==> config.mk <==
export PLATFORM = sky130hd
export DESIGN_NAME = irq_ctrl_flat
export DESIGN_NICKNAME = d
export VERILOG_FILES = /design/src/rtl/irq_ctrl_if.sv /design/src/rtl/irq_ctrl.sv /design/src/flat_wrapper.sv
export SDC_FILE = /design/constraint.sdc
export NUM_CORES = 1
export LEC_CHECK = 0
export ABC_AREA = 1
export CAP_MARGIN = 40
export CORE_MARGIN = 5
export CORE_UTILIZATION = 45
export CTS_CLUSTER_SIZE = 25
export DETAILED_ROUTE_END_ITERATION = 10
export PLACE_DENSITY = 0.84
export SLEW_MARGIN = 20
export SYNTH_ARGS = -nofsm -noshare
export SYNTH_HDL_FRONTEND = slang
export SYNTH_SLANG_ARGS = --single-unit
==> constraint.sdc <==
create_clock -name clk -period 1.7 [get_ports clk]
set_input_delay 0.255 -clock clk [delete_from_list [all_inputs] [get_ports clk]]
set_output_delay 0.255 -clock clk [all_outputs]
set_load 0.02 [all_outputs]
==> src/rtl/irq_ctrl_if.sv <==
// Host IO-port bus for irq_ctrl: a 4-register window selected by sel, written
// on sel & wr, with combinational read data.
interface irq_ctrl_if;
  logic       sel;
  logic       wr;
  logic [1:0] addr;
  logic [7:0] din;
  logic [7:0] dout;

  modport master (output sel, output wr, output addr, output din, input dout);
  modport slave  (input sel, input wr, input addr, input din, output dout);
endinterface

==> src/rtl/irq_ctrl.sv <==
// Four-source Mode 2 interrupt controller: edge-triggered PENDING, MASK, fixed priority.
// Define IRQ_CTRL_SYNC_EN to pass each src bit through a 2-flop synchroniser first.
module irq_ctrl (
  input  logic       clk,
  input  logic       reset,
  input  logic [3:0] src,
  input  logic       inta,
  output logic       int_n,
  output logic [7:0] vector,
  irq_ctrl_if.slave  bus
);

`ifdef IRQ_CTRL_SYNC_EN
  localparam logic [1:0] ARM_CYC = 2'd3;
`else
  localparam logic [1:0] ARM_CYC = 2'd1;
`endif

  logic [3:0] r_mask;
  logic [3:0] r_pending;
  logic [1:0] r_base;
  logic [7:0] r_vector;
  logic       r_int_n;
  logic [3:0] r_src_d;
  logic       r_inta_d;
  logic [1:0] r_arm_cnt;

  logic [3:0] w_src;
  logic [3:0] w_rise;
  logic       w_armed;
  logic       w_ack;
  logic       w_wr;
  logic [3:0] w_mp;
  logic       w_valid;
  logic [1:0] w_idx;
  logic [3:0] w_clr;
  logic [3:0] w_pend_nxt;
  logic       w_unused_din;

`ifdef IRQ_CTRL_SYNC_EN
  logic [3:0] r_sync1;
  logic [3:0] r_sync2;

  always_ff @(posedge clk or posedge reset) begin
    if (reset) begin
      r_sync1 <= 4'h0;
      r_sync2 <= 4'h0;
    end else begin
      r_sync1 <= src;
      r_sync2 <= r_sync1;
    end
  end

  assign w_src = r_sync2;
`else
  assign w_src = src;
`endif

  // Edges are ignored until the detector has seen one settled sample after
  // reset, so a source (or inta) held high through release is not an event.
  assign w_armed = (r_arm_cnt == ARM_CYC);
  assign w_rise  = w_armed ? (w_src & ~r_src_d) : 4'h0;
  assign w_ack   = inta & ~r_inta_d & (r_arm_cnt != 2'd0);
  assign w_wr    = bus.sel & bus.wr;
  assign w_mp    = r_pending & r_mask;
  assign w_valid = |w_mp;
  assign w_unused_din = ^bus.din[5:4];

  always_comb begin
    w_idx = 2'd0;
    if (w_mp[0])      w_idx = 2'd0;
    else if (w_mp[1]) w_idx = 2'd1;
    else if (w_mp[2]) w_idx = 2'd2;
    else if (w_mp[3]) w_idx = 2'd3;
  end

  // A new rising edge wins over any clear landing on the same bit.
  always_comb begin
    w_clr = 4'h0;
    if (w_ack && w_valid)
      w_clr[w_idx] = 1'b1;
    if (w_wr && (bus.addr == 2'd1))
      w_clr = w_clr | bus.din[3:0];
    w_pend_nxt = (r_pending & ~w_clr) | w_rise;
  end

  always_ff @(posedge clk or posedge reset) begin
    if (reset) begin
      r_src_d   <= 4'h0;
      r_inta_d  <= 1'b0;
      r_arm_cnt <= 2'd0;
    end else begin
      r_src_d  <= w_src;
      r_inta_d <= inta;
      if (!w_armed)
        r_arm_cnt <= r_arm_cnt + 2'd1;
    end
  end

  always_ff @(posedge clk or posedge reset) begin
    if (reset) begin
      r_mask <= 4'h0;
      r_base <= 2'b00;
    end else if (w_wr) begin
      if (bus.addr == 2'd0) r_mask <= bus.din[3:0];
      if (bus.addr == 2'd2) r_base <= bus.din[7:6];
    end
  end

  // The acknowledge samples the current MASK/BASE, so a same-cycle write
  // only takes effect from the following cycle.
  always_ff @(posedge clk or posedge reset) begin
    if (reset) begin
      r_pending <= 4'h0;
      r_vector  <= 8'h00;
      r_int_n   <= 1'b1;
    end else begin
      r_pending <= w_pend_nxt;
      if (w_ack)
        r_vector <= w_valid ? {r_base, w_idx, 4'h0} : {r_base, 6'b111110};
      r_int_n <= w_ack ? 1'b1 : ~w_valid;
    end
  end

  always_comb begin
    bus.dout = 8'h00;
    case (bus.addr)
      2'd0: bus.dout = {4'h0, r_mask};
      2'd1: bus.dout = {4'h0, r_pending};
      2'd2: bus.dout = {r_base, 6'b000000};
      2'd3: bus.dout = r_vector;
      default: bus.dout = 8'h00;
    endcase
  end

  assign vector = r_vector;
  assign int_n  = r_int_n;

endmodule

==> src/flat_wrapper.sv <==
// flat-port wrapper written by rule: the top's interface ports become plain ports
module irq_ctrl_flat 
  (clk, reset, src, inta, int_n, vector, bus_sel, bus_wr, bus_addr, bus_din, bus_dout);
  irq_ctrl_if bus_i ();
  input  logic clk;
  input  logic reset;
  input  logic [3:0] src;
  input  logic inta;
  output logic int_n;
  output logic [7:0] vector;
  input wire logic [$bits(bus_i.sel)-1:0] bus_sel;
  input wire logic [$bits(bus_i.wr)-1:0] bus_wr;
  input wire logic [$bits(bus_i.addr)-1:0] bus_addr;
  input wire logic [$bits(bus_i.din)-1:0] bus_din;
  output wire logic [$bits(bus_i.dout)-1:0] bus_dout;
  assign bus_i.sel = bus_sel;
  assign bus_i.wr = bus_wr;
  assign bus_i.addr = bus_addr;
  assign bus_i.din = bus_din;
  assign bus_dout = bus_i.dout;
  irq_ctrl u_core (.clk(clk), .reset(reset), .src(src), .inta(inta), .int_n(int_n), .vector(vector), .bus(bus_i));
endmodule
==> flow_summary.toml <==
[grt]
grt_max_degree = 14
antenna_found_initial = 0
grt_pass1_wl_microns = 4202
overflow = 0
groute.usage.overall = 0.1530
grt_pass1_vias = 1056

[die]
die-area_sq_um = 3666
ios = 36
die_y_microns = 60.55
die_w_microns = 60.55
rows = 18
core_area_sq_um = 2455
start_util = 0.4684

[critical_path]
slowest_stage = "clkdlybuf4s50_1"
critPathRequiredTime_ns = 1.44
r2r-start = "u_core.r_arm_cnt[0]$_DFFE_PP0N_"
max_stage_delay_ns = 0.64
crit_start = "u_core.vector[3]$_DFFE_PP0P_"
rr_endpoint = "u_core.r_pending[2]$_DFF_PP0_"
path_cells = "clkdlybuf4s50_1"
start_kind = "register"
reg2reg_depth = 8
rrSetupSlack_ns = 0.36
worstSetupPathType = "reg2out"
cp-end-kind = "primary output"
endpoint = "vector[2]"
crit_family = "buffers and inverters"
arrival_ns = 1.37
worst-path-stages = 1
worst-path-buf-inv = 1
crit_path_max_fanout = 5

[cts]
cts-buffers-inserted = 3
clock-sinks = 23
cts_hold_repair.buffers = 0
clk_latency_ns = 0.30
clkTransAtPathRegs_ns = 0.12
h-tree-depth = 1
cts_buffer_depth = 2
cts_setup_buffers = 0
tritoncts = "done"
cts_resized = 14
clockRootBuffer = "clkbuf_4"

[sta]
period_share = 0.9581
setup_tns_ns = 0
setup_viol = 0
fin_crit_ns = 1.629
worst_slack_ns = 0.07122
final_max_slew_viol_count = 0
max_freq_ghz = 0.6140
fin_skew_ns = 0.002632
hold_viol = 0
rsz0062_at_grt = "no"

[cells_and_area]
layout-drive-gt1-share = 0.09341
stdcell_count = 212
final_common_cell = "nand2_1"
fin_nets = 204
area_delta_synth_final_pct = 33.08
stdcell_area_sq_um = 1530
most-common-layout-cells = "nand2_1, dfrtp_1, clkdlybuf4s50_1, inv_1, nand3_1"
final_core_utilization = 0.6233
n_antenna_cell = 0
fill_cells = 228

[detailed_routing]
drt_iter0_drc = 49
detail-route-antenna-nets = 0
vias = 1056
drc = 0
routed_via_density = 4.981
avgRoutedWirePerCell_microns = 12.03
drt_first_pass_iters = 5
finalWirelength_microns = 2550

[placed_design]
numPortBuffers = 32
place_inst = 208
place_hpwl_microns = 2084
pre_cts_ws_ns = -0.4573
place_area_sq_um = 1514
gp_congestion = 0.9069

[worst_hold_path]
hp-class = "in2async"

[yosys]
synthesis.area_sq_um = 1150
synth_fp_nets = 167
syn_inst = 146
synth_cell_types = 22
avgSynthCellArea_sq_um = 7.876
ys_seq_elements = 23
yosysWarnings = 0
ys_seq_area_frac = 0.5016

[run_status]
status = "complete, no violations"

[pwr]
power_leakage_nw = 0.7983
cellPowerDensity_nw_per_um2 = 953.0
peakVddDrop_mv = 0.6626

[job]
drv_cap = 0
-- metrics by stage --
stage | hold slack, ns | power [W]
global placement | 0.4746 | 0.001237
floorplan | 0.2562 | 0.001016
finish | 0.2240 | 0.001458
detailed placement | 0.4768 | 0.001254
CTS | 0.2212 | 0.001477
global route | 0.2296 | 0.001553
-- cell type report --
type / count / area, sq um / area share
Timing Repair Buffer: 38 / 355.3 / 0.2322
Sequential cell: 23 / 576.8 / 0.3769
Multi-Input combinational cell: 96 / 455.4 / 0.2976
Inverter: 21 / 78.83 / 0.05151
Tap cell: 30 / 37.54 / 0.02453
Clock buffer: 4 / 26.28 / 0.01717
-- cell families (layout without fill, tap and decap cells) --
logic type | after synthesis | after routing | share of synthesized area
XOR/XNOR | 1 | 1 | 0.007618
AND/OR/NAND/NOR | 80 | 80 | 0.3058
AO/OA/AOI/OAI | 12 | 12 | 0.05767
buffers and inverters | 27 | 63 | 0.1023
other | 1 | 1 | 0.003261
adder cells (fa/ha/maj) | 2 | 2 | 0.02176
flip-flops | 23 | 23 | 0.5016
-- layer usage --
layer | vias up | GRT usage | routed length [microns]
met5 | - | 0 | 0
met2 | 45 | 0.2809 | 1305
met3 | 6 | 0.03404 | 228
met1 | 486 | 0.1640 | 967
met4 | 0 | 0.07740 | 49
li1 | 519 | - | -
-- registers in the layout, summed over array words and instances, names as in the netlist --
signal,cells
u_core.r_arm_cnt,2
u_core.r_base,2
u_core.r_src_d,4
u_core.r_pending,4
u_core.int_n,1
u_core.r_inta_d,1
u_core.r_mask,4
u_core.vector,5
-- power breakdown --
group / switching (W) / internal (W)
clock: 0.000151 / 0.0000914
combinational: 0.000296 / 0.000223
sequential: 0.0000596 / 0.000637
total: 0.000507 / 0.000952
-- cells in the mapped netlist --
library cell | instances | area, sq um
dfstp_2 | 1 | 26.28
ha_1 | 2 | 25.02
inv_1 | 20 | 75.07
nand2_2 | 1 | 6.260
buf_4 | 4 | 30.03
buf_2 | 1 | 5.000
nand3_1 | 11 | 55.05
nand3b_1 | 4 | 30.03
nor2_4 | 1 | 11.26
clkbuf_1 | 1 | 3.750
nand2_1 | 49 | 183.9
nand4_1 | 2 | 12.51
o21ai_0 | 5 | 25.02
nor2_2 | 3 | 18.77
dfrtp_1 | 22 | 550.5
nor2_1 | 9 | 33.78
inv_2 | 1 | 3.750
a21boi_1 | 1 | 7.510
a22o_1 | 1 | 8.760
conb_1 | 1 | 3.750
xnor2_1 | 1 | 8.760
a21oi_1 | 5 | 25.02
-- how the worst min path moves through the flow --
stage,end,cells after the start,slack [ns],start
6_report,u_core.r_inta_d$_DFF_PP0_,2,0.22,reset
2_1_floorplan,u_core.r_arm_cnt[0]$_DFFE_PP0N_,1,0.26,reset
4_1_cts,u_core.r_inta_d$_DFF_PP0_,2,0.22,reset
5_1_grt,u_core.r_pending[0]$_DFF_PP0_,2,0.23,reset
3_3_place_gp,u_core.r_pending[2]$_DFF_PP0_,2,0.47,u_core.r_src_d[2]$_DFF_PP0_
3_5_place_dp,u_core.r_pending[0]$_DFF_PP0_,2,0.48,u_core.r_src_d[0]$_DFF_PP0_
Note: power is estimated with default switching activity, not from simulation.
==> variant, RTL diff (same flow settings) <==
The option `IRQ_CTRL_SYNC_EN` is turned on by a define.
--- a/src/rtl/irq_ctrl.sv
+++ b/src/rtl/irq_ctrl.sv
@@ -1,5 +1,7 @@
 // Four-source Mode 2 interrupt controller: edge-triggered PENDING, MASK, fixed priority.
 // Define IRQ_CTRL_SYNC_EN to pass each src bit through a 2-flop synchroniser first.
+`define IRQ_CTRL_SYNC_EN
+
 module irq_ctrl (
   input  logic       clk,
   input  logic       reset,
Check against the original RTL: not equivalent (a bounded check fails within 4 cycles, from zero or initial values and one cycle with reset high).
==> variant against the original RTL <==
Sequential share of layout area is 7.4 points higher. Setup slack improved by 8.1 ps. Via count up 3.7%. First-iteration DRC count rose by 27%. Worst hold slack better by 75 ps. Area after synthesis up 15%. Clock power increased by 79%. Clock skew increased by 5.9 ps. Cell area grew 13%. Sequential cell count increased by 8. Global-route usage down 0.66 points. Total power rose by 25%. Routed wire length increased by 12%. Largest cell class unchanged. Highest routed layer unchanged.
==> variant: results (changes against the original RTL) <==
| Metric | Value |
|---|---|
| R2R Path End | u_core.r_pending[1] (was u_core.r_pending[2]) |
| Area taken by multi-input logic gates | 433 um2 (was 455 um2) |
| Share of synthesized area occupied by flip-flops and latches | 58.9% (was 50.2%) |
| Initial DRC Count | 62 (was 49) |
| Top post-synthesis cells by count | 48 x nand2_1, 30 x dfrtp_1, 21 x inv_1 (was 49 x nand2_1, 22 x dfrtp_1, 20 x inv_1) |
| Multi-Input Combinational | 93 (was 96) |
| Cell depth of the worst flop-to-flop path | 6 (was 8) |
| Number of vias per cell | 4.95 (was 4.98) |
| Clock Latency Late Sink | 320 ps (was 300 ps) |
| Synth Register Bits | 31 (was 23) |
| Detailed Route WL | 2870 um (was 2550 um) |
| PwrDens | 1060 nW/um2 (was 953 nW/um2) |
| Number of buffers inserted during clock tree synthesis | 5 (was 3) |
| Non-clock buffer contribution to total cell area | 19.5% (was 23.2%) |
| Placement-stage cell area | 1690 um2 (was 1510 um2) |
| Fraction of area in clock buffers and inverters | 3.49% (was 1.72%) |
| Routability cong. | 0.842 (was 0.907) |
| CTS clock-pin slew for the worst setup and hold paths | 90 ps (was 120 ps) |
| Number of fillers in the final layout | 255 (was 228) |
| Number of global-route vias before repair | 1174 (was 1056) |
| Storage element area | 777 um2 (was 577 um2) |
| Share of final-layout standard cells stronger than drive strength 1 | 12.6% (was 9.34%) |
| Worst Clk Skew | 8.57 ps (was 2.63 ps) |
| Layout buffer count excluding clock buffers | 37 (was 38) |
| Summed instance area of the synthesized netlist | 1320 um2 (was 1150 um2) |
| Max Freq | 0.617 GHz (was 0.614 GHz) |
| Run status | completed (unchanged) |
| HPWL after DPL | 2310 um (was 2080 um) |
| Overall fraction of global-route tracks in use | 14.6% (was 15.3%) |
| Synthesized area per cell | 8.80 um2 (was 7.88 um2) |
| Count of vias placed by the detailed router | 1095 (was 1056) |
| Synthesized net count | 171 (was 167) |
| Hold WS | 299 ps (was 224 ps) |
| Endpoint of the most critical setup path | vector[3] (was vector[2]) |
| Placement Setup Slack | -414 ps (was -457 ps) |
[variant: cells by family after synthesis]
kind of cell,after synthesis,synth area share [%]
AND/OR/NAND/NOR,76,24.5
flip-flops,31,58.9
buffers and inverters,26,8.34
AO/OA/AOI/OAI,13,5.40
adder cells (fa/ha/maj),2,1.90
XOR/XNOR,1,0.664
other,1,0.284
[variant: power breakdown]
| group | internal, W | switching [W] | total [W] | leakage (nW) |
|---|---|---|---|---|
| sequential | 0.000834 | 0.0000668 | 0.000901 | 0.351 |
| clock | 0.000200 | 0.000233 | 0.000433 | 0.0353 |
| combinational | 0.000206 | 0.000283 | 0.000489 | 0.528 |
| total | 0.00124 | 0.000583 | 0.00182 | 0.914 |
[variant: layer usage]
metal / vias up / wire length [um] / track usage [%]
met1: 512 / 1100 / 13.8
met2: 41 / 1550 / 28.1
li1: 538 / - / -
met5: - / 0 / 0
met3: 4 / 193 / 5.43
met4: 0 / 21 / 5.60
